===== src/rtl/gb_sound_pkg.sv =====
// gb_sound_pkg: register offsets, read masks and field positions shared by the
// sound channel register front ends.
`default_nettype none

package gb_sound_pkg;

   // Offsets from the channel base address.
   localparam logic [1:0] NR41_OFF = 2'd0;
   localparam logic [1:0] NR42_OFF = 2'd1;
   localparam logic [1:0] NR43_OFF = 2'd2;
   localparam logic [1:0] NR44_OFF = 2'd3;

   // Bits that always read back as 1.
   localparam logic [7:0] NR41_RD_MASK = 8'hFF;
   localparam logic [7:0] NR44_RD_MASK = 8'hBF;

   localparam int NR42_DIR_BIT    = 3;
   localparam int NR43_WIDTH_BIT  = 3;
   localparam int NR44_LEN_EN_BIT = 6;
   localparam int NR44_TRIG_BIT   = 7;

   function automatic logic [7:0] nr44_readback(input logic len_en);
      logic [7:0] val;
      val = NR44_RD_MASK;
      val[NR44_LEN_EN_BIT] = len_en;
      return val;
   endfunction

endpackage

`default_nettype wire


===== src/rtl/noise_reg_if.sv =====
// noise_reg_if: CPU register front end for the noise channel (NR41..NR44).
// Holds parameter fields as levels and generates trigger / length-load strobes.
`default_nettype none

module noise_reg_if
   import gb_sound_pkg::*;
#(
   parameter logic [7:0] BASE_ADDR = 8'h20
) (
   input  logic       clk,
   input  logic       reset,
   input  logic       power_on,
   input  logic [7:0] addr,
   input  logic       wr_en,
   input  logic [7:0] wr_data,
   input  logic       rd_en,
   output logic [7:0] rd_data,
   output logic       rd_valid,
   output logic [5:0] length_load,
   output logic       length_strobe,
   output logic [3:0] env_init_vol,
   output logic       env_dir,
   output logic [2:0] env_period,
   output logic [3:0] clock_shift,
   output logic       width_mode,
   output logic [2:0] divisor_code,
   output logic       length_enable,
   output logic       trigger,
   output logic       dac_enable
);

   logic [7:0] w_off;
   logic       w_hit;
   logic [1:0] w_reg;
   logic       w_wr;
   logic       w_rd;
   logic [7:0] w_rd_mux;

   logic [5:0] r_nr41_len;
   logic [7:0] r_nr42;
   logic [7:0] r_nr43;
   logic       r_len_en;
   logic       r_trigger;
   logic       r_len_strobe;
   logic [7:0] r_rd_data;
   logic       r_rd_valid;

   // Modular offset keeps the range check correct even if the base sits near 8'hFF.
   assign w_off = addr - BASE_ADDR;
   assign w_hit = (w_off[7:2] == 6'd0);
   assign w_reg = w_off[1:0];
   assign w_wr  = wr_en & power_on & w_hit;
   assign w_rd  = rd_en & w_hit;

   always_comb begin
      w_rd_mux = NR41_RD_MASK;
      case (w_reg)
         NR41_OFF: w_rd_mux = NR41_RD_MASK;
         NR42_OFF: w_rd_mux = r_nr42;
         NR43_OFF: w_rd_mux = r_nr43;
         NR44_OFF: w_rd_mux = nr44_readback(r_len_en);
         default:  w_rd_mux = NR41_RD_MASK;
      endcase
   end

   always_ff @(posedge clk) begin
      if (reset || !power_on) begin
         r_nr41_len <= 6'd0;
         r_nr42     <= 8'd0;
         r_nr43     <= 8'd0;
         r_len_en   <= 1'b0;
      end else if (w_wr) begin
         case (w_reg)
            NR41_OFF: r_nr41_len <= wr_data[5:0];
            NR42_OFF: r_nr42     <= wr_data;
            NR43_OFF: r_nr43     <= wr_data;
            NR44_OFF: r_len_en   <= wr_data[NR44_LEN_EN_BIT];
            default:  r_nr42     <= r_nr42;
         endcase
      end
   end

   // Strobes are single-cycle by construction: recomputed from this cycle's write only.
   always_ff @(posedge clk) begin
      if (reset) begin
         r_len_strobe <= 1'b0;
         r_trigger    <= 1'b0;
         r_rd_valid   <= 1'b0;
         r_rd_data    <= 8'hFF;
      end else begin
         r_len_strobe <= w_wr && (w_reg == NR41_OFF);
         r_trigger    <= w_wr && (w_reg == NR44_OFF) && wr_data[NR44_TRIG_BIT];
         r_rd_valid   <= w_rd;
         if (w_rd) begin
            r_rd_data <= w_rd_mux;
         end
      end
   end

   assign rd_data       = r_rd_data;
   assign rd_valid      = r_rd_valid;
   assign length_load   = r_nr41_len;
   assign length_strobe = r_len_strobe;
   assign env_init_vol  = r_nr42[7:4];
   assign env_dir       = r_nr42[NR42_DIR_BIT];
   assign env_period    = r_nr42[2:0];
   assign clock_shift   = r_nr43[7:4];
   assign width_mode    = r_nr43[NR43_WIDTH_BIT];
   assign divisor_code  = r_nr43[2:0];
   assign length_enable = r_len_en;
   assign trigger       = r_trigger;
   assign dac_enable    = |r_nr42[7:3];

endmodule

`default_nettype wire


===== config.mk =====
export PLATFORM = sky130hd
export DESIGN_NAME = noise_reg_if
export DESIGN_NICKNAME = d
export VERILOG_FILES = /design/src/rtl/gb_sound_pkg.sv /design/src/rtl/noise_reg_if.sv
export SDC_FILE = /design/constraint.sdc
export NUM_CORES = 1
export LEC_CHECK = 0
export ABC_AREA = 1
export CORE_MARGIN = 4
export CORE_UTILIZATION = 48
export CTS_BUF_LIST = sky130_fd_sc_hd__clkbuf_2 sky130_fd_sc_hd__clkbuf_4 sky130_fd_sc_hd__clkbuf_8
export DETAILED_ROUTE_END_ITERATION = 8
export PLACE_DENSITY = 0.92
export SYNTH_ARGS = -nofsm -noshare
export SYNTH_HDL_FRONTEND = slang
export SYNTH_SLANG_ARGS = --single-unit
export TNS_END_PERCENT = 100

===== constraint.sdc =====
create_clock -name clk -period 1.4 [get_ports clk]
set_input_delay 0.14 -clock clk [delete_from_list [all_inputs] [get_ports clk]]
set_output_delay 0.14 -clock clk [all_outputs]
set_load 0.01 [all_outputs]

== After elaboration in Yosys (flattened, before gate mapping) ==
Index checks and enable logic that the tools add are counted.

* Register bits: 34
* Word-level logic and storage cells: 28

* Add/sub/neg operators: 1
* Equality and inequality tests: 3
* Mux-type cells: 1
* Bitwise logic cells: 3
* Reduce and logical (&&, ||, !) cells: 12

{| class="wikitable"
|+ Operators by type and width
! kind !! number
|-
| case mux 8 bit (4 select lines) || 1
|-
| AND reduction 2 bit || 4
|-
| subtractor 8 x 6 -> 8 bit (second input constant) || 1
|-
| logical NOT 6 bit || 1
|-
| OR reduction 5 bit || 1
|-
| == test 2 bit (second input constant) || 2
|-
| AND 1 bit || 3
|-
| logical AND 1 bit || 3
|-
| == test 2 x 1 -> 1 bit (second input constant) || 1
|-
| logical NOT 2 bit || 1
|-
| logical NOT 1 bit || 1
|-
| logical OR 1 bit || 1
|}

== Longest topological paths before layout ==
Gate-level depths: netlist of the first run.

* Word-level depth: 5
* Mapped depth: 10
* Mapped depth without buffers: 9

== Worst setup path before layout of the first run ==
Ideal clock, no wire load.

* Path type: input to register
* From: in addr[5]
* To: reg r_nr41_len[0], in the netlist length_load[0]
* Setup time: 0.110 ns
* Data arrival time: 1.106 ns
* Data required time: 1.290 ns
* Slack: 0.184 ns
* Cell stages on the path: 9
* Buffers on the path: 1
* Cells stage by stage: inv_1 > ha_1 > nand2_2 > nand3_1 > nor2_2 > buf_4 > nand4_1 > nand2_1 > nor2_1

* Word-level cells in the longest chain between the ends: 4

{| class="wikitable"
|+ Ends and longest elaborated chain
! what !! RTL line !! source
|-
| from (decl) || noise_reg_if.sv:13 || <nowiki>input logic [7:0] addr,</nowiki>
|-
| subtractor 8 x 6 -> 8 bit || noise_reg_if.sv:49 || <nowiki>assign w_off = addr - BASE_ADDR;</nowiki>
|-
| logical NOT 6 bit || noise_reg_if.sv:50 || <nowiki>assign w_hit = (w_off[7:2] == 6'd0);</nowiki>
|-
| AND 1 bit || noise_reg_if.sv:52 || <nowiki>assign w_wr = wr_en & power_on & w_hit;</nowiki>
|-
| AND reduction 2 bit (no source line) || - ||
|-
| to (signal assigned) || noise_reg_if.sv:74 || <nowiki>NR41_OFF: r_nr41_len <= wr_data[5:0];</nowiki>
|-
| to (decl) || noise_reg_if.sv:39 || <nowiki>logic [5:0] r_nr41_len;</nowiki>
|}

Every way passes these cells.
A chain may end at the register's enable or synchronous reset.

== Worst setup path after layout of the first run ==
* From: reg r_nr43[6]
* To: out clock_shift[2]

{| class="wikitable"
|+ RTL lines
! what !! RTL line !! source
|-
| from (decl) || noise_reg_if.sv:41 || <nowiki>logic [7:0] r_nr43;</nowiki>
|-
| from (signal assigned) || noise_reg_if.sv:76 || <nowiki>NR43_OFF: r_nr43 <= wr_data;</nowiki>
|-
| to (decl) || noise_reg_if.sv:24 || <nowiki>output logic [3:0] clock_shift,</nowiki>
|}

No word-level cell between the ends.

==> summary.md, run 1 <==
| Metric | Value |
|---|---|
| Cell count after synthesis | 288 |
| Combinational power share | 13.8% |
| Core Region | 3690 um^2 |
| Starting Density | 50.1% |
| Synth area leaders | dfxtp_1, nand2_1, inv_1, nand4_1, nor2_1 |
| Gr usage total | 20.4% |
| Initial antenna violation count | 0 |
| Bufs and invs on worst path | 1 |
| Pleak | 1.25 nW |
| Finish-stage setup viols | 0 |
| Drt initial violations | 88 |
| Final Hold Viols | 0 |
| Gr ovfl total | 0 |
| TritonCTS Buffers | 5 |
| Worst path top cell family by delay | buffers and inverters |
| FF+latch count, synth | 34 |
| Die Wd | 70.1 um |
| GRT busiest layer | met2 |
| Crit start category | flip-flop |
| Worst EP arrival | 1.22 ns |
| Most common cell in the netlist | nand2_1 |
| Area growth syn-to-layout | 48.1% |
| Layout Nets | 381 |
| Antenna Cells | 0 |
| Synth top area share | 36.8% |
| Internal power | 1.68 mW |
| Tcrit/Tclk final | 97.4% |
| Sum Neg Setup Slack | 0 ns |
| Fillers | 294 |
| Post-route ant nets | 0 |
| FMAX | 733 MHz |
| CTS Sinks | 34 |
| Placed cell count | 400 |
| Post-synthesis sequential area ratio | 36.8% |
| Largest net degree at the start of global routing | 24 |
| DP Wirelength | 3610 um |
| Worst-path clk slew | 0.07 ns |
| Total number of yosys warnings | 0 |
| HP Class | flip-flop to flip-flop |
| Psw | 0.522 mW |
| Synthesized cell area | 1850 um^2 |
| Routability cong. | 0.843 |
| Die area | 4910 um^2 |
| Root buf cell | clkbuf_8 |
| WL per Instance | 12.3 um |
| IO Count | 56 |
| Max cap viols | 0 |
| First-pass GRT wire length | 8180 um |
| Cell Chain, Critical Path | clkdlybuf4s50_1 |
| Hold Slack | 0.479 ns |
| Vias post-DR | 1979 |
| GR Layer Usage met2 | 33.7% |
| Met1 Usage GRT | 24.5% |
| Drt drc | 0 |
| Final Non-Filler Cells | 407 |
| Share of layout cells above drive strength 1 | 12.8% |
| Multi-input logic area | 885 um^2 |
| Peak supply drop | 0.651 mV |
| Largest family of logic cells by synthesized area | simple AND/OR/NAND/NOR gates |
| Hold_buf cts | 0 |
| Power Dens Cells | 803 nW/um^2 |
| Status | finished, final reports clean |
| Vias in the first global route | 1895 |
| Htree depth | 2 |
| RSZ-0062 raised after global routing | true |
| Post-CTS setup buffers | 0 |
| CP max stage cell | clkdlybuf4s50_1 |
| Simple-gate share of the synthesized area | 42.5% |
| Sequential cell area | 682 um^2 |
| Number of enable flip-flop cells after synthesis | 0 |
| CTS max path bufs | 2 |
| 1st-pass router iterations | 4 |
| Multiplexer share of the synthesized area | 0% |
| FP Rows | 22 |
| Synth Area in Adders | 0.677% |
| Routed Wire Length | 5000 um |
| Synth area leader | dfxtp_1 |
| Max-slew headroom | 79.3% |
| Critical path peak fanout | 3 |
| Worst Path Required | 1.26 ns |
| Port bufs | 55 |
| Main synth FF type | dfxtp_1 |
| Clock power share | 42.1% |
| Pwr Total | 2.20 mW |
| Yosys cell types | 26 |
| Post-Synth XOR/XNOR Area | 0% |
| Drt via density | 4.86 |
| Avg Inst Size Synth | 6.42 um^2 |
| Die height | 70.1 um |
| R2R Setup Slk | 0.52 ns |
| CP peak stage delay | 0.55 ns |
| Switch share | 23.7% |
| Worst Setup Path Type | flip-flop to primary output |
| Max-slew violations | 0 |
| Worst-margin pin slew | 0.308 ns |
| Post-synth top cells | nand2_1, inv_1, dfxtp_1 |
| Clock Skew | 0.00241 ns |
| Met3 Use GR | 5.90% |
| Setup crit end kind | primary output |
| Part of the power in registers | 44.2% |
| Syn nets | 310 |
| TritonCTS clock tree | yes |
| Post-synth ARST share | 0% |
| Worst-skew pair later-pin latency | 0.29 ns |
| Min Tclk post-route | 1.36 ns |
| Synth Area in Compound Gates | 2.51% |
[metrics by stage]
| stage | cell area [um^2] | setup WS, ns | utilization, % |
|---|---|---|---|
| 2_1_floorplan | 1850 | 0.184 | - |
| 3_3_place_gp | 2590 | -0.363 | 70.1 |
| 3_5_place_dp | 2590 | -0.414 | 70.1 |
| 4_1_cts | 2730 | 0.0351 | 74.0 |
| 5_1_grt | 2740 | -0.00659 | 74.2 |
| 6_report | 2740 | 0.0365 | 74.2 |
[routing by layer]
metal  part of all wire (%)  up-vias
li1                       -     1015
met3                    7.2       14
met5                      0        -
met4                    2.5        0
met2                     48       80
met1                     42      870
[cells by family (layout without fill, tap and decap cells)]
group,Yosys count,in the layout
AO/OA/AOI/OAI,9,9
adder cells (fa/ha/maj),1,1
buffers and inverters,82,153
flip-flops,34,34
AND/OR/NAND/NOR,162,162
[state kept, by name, summed over array words and instances, names as in the netlist]
signal	cells
rd_valid	1
trigger	1
r_nr43	8
length_enable	1
length_strobe	1
rd_data	8
length_load	6
r_nr42	8
[final cells by class]
class	count	area share (%)
multi-input cells	172	32.3
repair buffers	71	26.2
flip-flops and latches	34	24.9
inverters	75	10.3
clock buffers	6	3.02
well taps	48	2.19
clock inverters	1	1.10
[worst paths after layout]
| check | from | to | depth (start not counted) |
|---|---|---|---|
| setup reg to reg | r_nr42[5]$_SDFFE_PP0P_ | rd_data[5]$_SDFFE_PP1P_ | 6 |
| hold reg to reg | rd_data[4]$_SDFFE_PP1P_ | rd_data[4]$_SDFFE_PP1P_ | 2 |
| setup / recovery | r_nr43[6]$_SDFFE_PP0P_ | clock_shift[2] | 1 |
| hold / removal | rd_data[4]$_SDFFE_PP1P_ | rd_data[4]$_SDFFE_PP1P_ | 2 |
[power by group through the flow]
stage | clock, mW | sequential (mW) | combinational, mW
5_1_grt | 0.962 | 0.971 | 0.327
2_1_floorplan | 0 | 0.994 | 0.136
3_3_place_gp | 0 | 0.993 | 0.275
6_report | 0.925 | 0.971 | 0.302
4_1_cts | 0.943 | 0.971 | 0.298
3_5_place_dp | 0 | 0.993 | 0.283
[cell usage in the layout (no fill, tap or decap), drive strengths merged]
| cell | instances |
|---|---|
| buf | 16 |
| clkinv | 1 |
| nand2 | 80 |
| inv | 74 |
| nand3b | 1 |
| nor3 | 2 |
| o21ai | 7 |
| dfxtp | 34 |
| nand4 | 27 |
| dlygate4sd2 | 3 |
| bufinv | 1 |
| clkdlybuf4s50 | 52 |
| ha | 1 |
| clkbuf | 6 |
| nand3 | 12 |
| o22ai | 1 |
| a21oi | 1 |
| nor2 | 38 |
| nor4 | 2 |
[what timing repair did]
action                                 in CTS  in global routing
pin swaps                                   6                  0
endpoints found under the hold margin       0                  0
resized for setup                          11                  2
setup endpoints to repair                  33                 31
Power figures use the tool's default switching activity.
==> run 2: changes to the inputs <==
--- a/config.mk
+++ b/config.mk
@@ -5,12 +5,11 @@
 export SDC_FILE = /design/constraint.sdc
 export NUM_CORES = 1
 export LEC_CHECK = 0
-export ABC_AREA = 1
 export CORE_MARGIN = 4
-export CORE_UTILIZATION = 48
+export CORE_UTILIZATION = 44
 export CTS_BUF_LIST = sky130_fd_sc_hd__clkbuf_2 sky130_fd_sc_hd__clkbuf_4 sky130_fd_sc_hd__clkbuf_8
 export DETAILED_ROUTE_END_ITERATION = 8
-export PLACE_DENSITY = 0.92
+export PLACE_DENSITY = 0.81
 export SYNTH_ARGS = -nofsm -noshare
 export SYNTH_HDL_FRONTEND = slang
 export SYNTH_SLANG_ARGS = --single-unit
==> run 2 against run 1 <==
  * Sequential cell count is the same
  * Utilization is 2.8 points higher
  * Critical path type unchanged
  * Power shrank 18%
  * Setup slack improved by 0.018 ns
  * Sequential power fell by 0.5%
==> summary.md, run 2 <==
| Metric | Value |
|---|---|
| Crit start category | flip-flop |
| Final Hold Viols | 0 |
| FP Rows | 20 |
| Worst Path Required | 1.26 ns |
| Routed Wire Length | 4890 um |
| Worst-skew pair later-pin latency | 0.35 ns |
| FMAX | 743 MHz |
| Placed cell count | 269 |
| Initial antenna violation count | 0 |
| Synthesized cell area | 1430 um^2 |
| TritonCTS clock tree | yes |
| Yosys cell types | 27 |
| Clock Skew | 0.0167 ns |
| Post-synth top cells | dfxtp_1, nand2_1, a21oi_1, nand3_1, nor2_1 |
| Drt initial violations | 117 |
| Placed Area | 2140 um^2 |
| Sequential cell area | 691 um^2 |
| Gr ovfl total | 0 |
| Worst-path clk slew | 0.11 ns |
| Worst EP arrival | 1.21 ns |
| TritonCTS Buffers | 5 |
| Synth area leader | dfxtp_1 |
| Die height | 65.0 um |
| Die area | 4230 um^2 |
| IO Count | 56 |
| Max-slew headroom | 74.2% |
| Fin area | 2370 um^2 |
| Hold_buf cts | 0 |
| Area growth syn-to-layout | 65.7% |
| Max cap viols | 0 |
| Post-route ant nets | 0 |
| Total number of yosys warnings | 0 |
| Worst-margin pin slew | 0.386 ns |
| Status | finished, final reports clean |
| Htree depth | 2 |
| Cell count after synthesis | 165 |
| Antenna Cells | 0 |
| Avg Inst Size Synth | 8.67 um^2 |
| Core Region | 3080 um^2 |
| CTS max path bufs | 2 |
| Starting Density | 46.5% |
| WL per Instance | 17.3 um |
| Final Non-Filler Cells | 282 |
| Power Dens Cells | 756 nW/um^2 |
| Most common cell after layout, fill and taps aside | dfxtp_1 |
| Layout Nets | 259 |
| Routability cong. | 0.864 |
| First-pass GRT wire length | 7760 um |
| Largest net degree at the start of global routing | 24 |
| Fillers | 219 |
| Finish-stage setup viols | 0 |
| Vias post-DR | 1597 |
| Place WS | -0.505 ns |
| Min Tclk post-route | 1.35 ns |
| HP Class | input pin to flip-flop |
| Setup WS post-layout | 0.0547 ns |
| Post-synthesis sequential area ratio | 47.6% |
| Post-synth ARST share | 0% |
| DP Wirelength | 3240 um |
| FF+latch count, synth | 34 |
| Drt via density | 5.66 |
| Commonest cells after routing, fill and taps aside | dfxtp_1, nand2_1, nand3_1 |
| Syn nets | 187 |
| Die Wd | 65.0 um |
| Tcrit/Tclk final | 96.1% |
| Critical path peak fanout | 4 |
| Main synth FF type | dfxtp_1 |
| Max-slew violations | 0 |
| Worst Setup Path Type | flip-flop to primary output |
| Peak supply drop | 0.677 mV |
| Port bufs | 55 |
| Most common cell in the netlist | dfxtp_1 |
| Share of layout cells above drive strength 1 | 19.3% |
| Drt drc | 0 |
| Pleak | 1.13 nW |
| 1st-pass router iterations | 4 |
| Setup crit end kind | primary output |
| Synth area leaders | dfxtp_1, a21oi_1, nand3_1, nand2_1, a211o_1 |
| Multi-input logic area | 746 um^2 |
| CTS Sinks | 34 |
| Root buf cell | clkbuf_4 |
| Vias in the first global route | 1570 |
| Synth top area share | 47.6% |
| Number of enable flip-flop cells after synthesis | 0 |
| Gr usage total | 24.4% |
==> run 2: cell types whose count changed after synthesis, sizes merged, moves of 7 or more <==
cell	delta
inv	-72
nand4	-23
a211o	+8
nand2	-56
o21ai	-7
a21oi	+21
nor2	-27
nand3	+10
==> run 2: per-layer routing <==
layer | part of all wire, % | GRT usage [%]
met1 | 35 | 27.1
met2 | 53 | 41.9
met3 | 9.2 | 6.41
met4 | 2.5 | 14.0
met5 | 0 | 0
==> run 2: cell families after synthesis <==
group	count (synthesis)	share of synthesized area [%]
compound gates	38	16.2
xor+xnor	1	1.14
fa+ha+maj	1	0.875
buf+inv	14	5.34
flops	34	47.6
mux	2	1.40
simple gates	75	27.5
==> run 2: repair_timing <==
action                     CTS  global route
pin swaps                    4             1
buffers inserted             2             2
setup endpoints to repair   47            31
gates resized for setup     30            28
gates cloned                 1             0
==> run 2: power by group <==
group	internal (mW)	switching (mW)	leakage [nW]
Clock	0.263	0.339	0.0387
Combinational	0.120	0.104	0.818
Sequential	0.965	0.00123	0.277
==> run 2: metrics by stage <==
stage / TNS (ns) / total power [mW] / hold slack, ns / util (%)
after floorplan: 0 / 1.06 / 0.254 / -
after global placement: -12.58 / 1.18 / 0.442 / 69.5
after detailed placement: -14.62 / 1.19 / 0.449 / 69.5
after CTS: 0 / 1.79 / 0.433 / 74.0
after global routing: -0.000487 / 1.87 / 0.431 / 77.0
final: 0 / 1.79 / 0.432 / 77.0
==> run 2: path summary, 6_finish.rpt <==
kind	start	endpoint	slack (ns)	depth (start not counted)
worst min-delay path	wr_data[6]	r_nr42[6]$_SDFFE_PP0P_	0.43	3
worst max-delay path	r_nr42[7]$_SDFFE_PP0P_	dac_enable	0.05	3
worst min register to register	rd_data[7]$_SDFFE_PP1P_	rd_data[7]$_SDFFE_PP1P_	0.47	1
worst max register to register	r_nr42[3]$_SDFFE_PP0P_	rd_data[3]$_SDFFE_PP1P_	0.22	4
==> run 2: area by class of cell <==
class,count,area share [%]
Clock buffer,7,2.48
Clock inverter,1,0.211
Inverter,2,0.317
Multi-Input combinational cell,117,31.5
Sequential cell,34,29.1
Tap cell,44,2.32
Timing Repair Buffer,77,34.1
==> run 2: worst max-delay path, stage by stage (launching register included) <==
cell	delay (ns)
dfxtp_4	0.37
nor3_4	0.19
nand2_1	0.07
clkdlybuf4s15_1	0.23
==> run 3: changes to the inputs <==
--- a/config.mk
+++ b/config.mk
@@ -5,11 +5,13 @@
 export SDC_FILE = /design/constraint.sdc
 export NUM_CORES = 1
 export LEC_CHECK = 0
+export CELL_PAD_IN_SITES_DETAIL_PLACEMENT = 0
+export CELL_PAD_IN_SITES_GLOBAL_PLACEMENT = 1
 export CORE_MARGIN = 4
-export CORE_UTILIZATION = 44
+export CORE_UTILIZATION = 32
 export CTS_BUF_LIST = sky130_fd_sc_hd__clkbuf_2 sky130_fd_sc_hd__clkbuf_4 sky130_fd_sc_hd__clkbuf_8
 export DETAILED_ROUTE_END_ITERATION = 8
-export PLACE_DENSITY = 0.81
+export PLACE_DENSITY_LB_ADDON = 0.1
 export SYNTH_ARGS = -nofsm -noshare
 export SYNTH_HDL_FRONTEND = slang
 export SYNTH_SLANG_ARGS = --single-unit
==> run 3 against run 2 <==
  * Register-to-register slack improved by 0.11 ns
  * Power rose by 28%
  * Wire length fell by 2.8%
==> summary.md, run 3 (same netlist as run 2, synthesis figures left out) <==
| Metric | Value |
|---|---|
| CTS Sinks | 34 |
| Post-layout util | 59.6% |
| Bufs and invs on worst path | 6 |
| WL per Instance | 15.9 um |
| Psw | 0.477 mW |
| Pwr Total | 2.30 mW |
| First-pass GRT wire length | 7740 um |
| Crit-path most repeated cell | buf_4 |
| Peak supply drop | 0.568 mV |
| Combinational power share | 11.0% |
| Pleak | 1.07 nW |
| Switch share | 20.7% |
| HP Class | flip-flop to flip-flop |
| Routed Wire Length | 4750 um |
| Die height | 74.9 um |
| Largest net degree at the start of global routing | 24 |
| Final Hold Viols | 0 |
| Finish-stage setup viols | 0 |
| Vias post-DR | 1536 |
| Initial antenna violation count | 0 |
| Placed Area | 2150 um^2 |
| Post-route ant nets | 0 |
| Root buf cell | clkbuf_8 |
| Min Tclk post-route | 1.36 ns |
| DP Wirelength | 3140 um |
| Die area | 5600 um^2 |
| Hold Slack | 0.458 ns |
| Gr ovfl total | 0 |
| Part of the power in registers | 42.2% |
| Crit start category | input pin |
| Port bufs | 55 |
| Setup WS post-layout | 0.0371 ns |
| Area growth syn-to-layout | 81.5% |
| CTS max path bufs | 2 |
| Power Dens Cells | 886 nW/um^2 |
| Status | finished, final reports clean |
| Worst Setup Path Type | input pin to flip-flop |
| Drt drc | 0 |
| Htree depth | 2 |
| Tcrit/Tclk final | 97.3% |
| Max-slew violations | 0 |
| Worst Path Required | 1.58 ns |
| Commonest cells after routing, fill and taps aside | clkdlybuf4s50_1, dfxtp_1, nand2_1 |
| Antenna Cells | 0 |
| TritonCTS Buffers | 5 |
| Core Region | 4350 um^2 |
| Worst path top cell family by delay | buffers and inverters |
| Fillers | 369 |
| Die Wd | 74.9 um |
| Routability cong. | 0.807 |
| Cell Chain, Critical Path | dlygate4sd2_1 -> inv_2 -> ha_4 -> xnor2_2 -> buf_4 -> buf_4 -> buf_4 -> and4_4 -> buf_4 -> and3b_1 |
| Max-slew headroom | 73.4% |
| Clock Skew | 0.00341 ns |
| Drt initial violations | 43 |
| Worst-margin pin slew | 0.399 ns |
| 1st-pass router iterations | 4 |
| FMAX | 734 MHz |
| Clock power share | 46.8% |
| Drt via density | 5.15 |
| Layout Nets | 267 |
| Worst-skew pair later-pin latency | 0.28 ns |
| IO Count | 56 |
| CP max stage cell | dlygate4sd2_1 |
| Gr usage total | 18.3% |
| CP peak stage delay | 0.21 ns |
| TritonCTS clock tree | yes |
| Vias in the first global route | 1579 |
| Setup crit end kind | flip-flop |
| FP Rows | 24 |
| Max cap viols | 0 |
| Fin area | 2600 um^2 |
| Place WS | -0.464 ns |
| Most common cell after layout, fill and taps aside | clkdlybuf4s50_1 |
| Worst-path clk slew | 0.07 ns |
| Worst EP arrival | 1.54 ns |
| Internal power | 1.82 mW |
| Share of layout cells above drive strength 1 | 24.0% |
| Hold_buf cts | 0 |
| Critical path peak fanout | 3 |
| Starting Density | 32.8% |
## run 3: changes by cell type in the layout (fill, tap and decap cells not counted), moves of 2 or more
cell / before / now
a21oi_1: 21 / 18
a21oi_2: 1 / 4
buf_4: 18 / 20
buf_6: 0 / 3
bufinv_16: 0 / 2
clkbuf_4: 6 / 0
clkbuf_8: 1 / 5
clkdlybuf4s50_1: 18 / 43
dfxtp_4: 2 / 0
dlygate4sd2_1: 15 / 2
dlymetal6s2s_1: 21 / 9
## run 3: path summary, 6_finish.rpt
kind	startpoint	endpoint	slack (ns)	cells past startpoint
worst max-delay path	addr[6]	trigger$_SDFF_PP0_	0.04	10
worst min-delay path	length_load[3]$_SDFFE_PP0P_	length_load[3]$_SDFFE_PP0P_	0.46	2
worst max register to register	length_enable$_SDFFE_PP0P_	rd_data[6]$_SDFFE_PP1P_	0.33	3
worst min register to register	length_load[3]$_SDFFE_PP0P_	length_load[3]$_SDFFE_PP0P_	0.46	2
## run 3: worst min-delay path: stages, from the launching register on
cell and delay, ns:
dfxtp_1 0.32, nand2_1 0.05, a21oi_1 0.05
## run 3: final cells by class
type                    instances  area, um^2  share of cell area (%)
repair buffers                 85         922                    35.5
multi-input cells             117         779                    30.0
flip-flops and latches         34         684                    26.4
clock buffers                   5        68.8                    2.65
clock inverters                 3        68.8                    2.65
well taps                      52        65.1                    2.51
inverters                       2        7.51                   0.289
## run 3: repair_timing
action,in CTS,in global routing
endpoints found under the setup margin,36,34
cloned,3,0
endpoints found under the hold margin,0,0
gates resized for setup,23,19
setup buffers,8,2
pin swaps,15,12
## run 3: per-stage QoR
step           std cells  setup TNS [ns]
5_1_grt              298       -0.000228
6_report             298               0
4_1_cts              296               0
3_3_place_gp         277          -12.77
2_1_floorplan        165               0
3_5_place_dp         277          -14.59
## run 3: metal layers
layer | up-vias | wire (um) | GRT usage (%)
met5 | - | 0 | 0
met4 | 0 | 54 | 7.11
met3 | 4 | 227 | 4.41
met2 | 40 | 2430 | 30.7
met1 | 737 | 2040 | 22.7
li1 | 755 | - | -
## run 3: power groups by stage
stage,registers (mW),logic (mW),clock network [mW]
floorplan,0.994,0.0709,0
global placement,0.992,0.189,0
detailed placement,0.993,0.193,0
CTS,0.970,0.234,1.10
global route,0.970,0.269,1.15
finish,0.970,0.254,1.08
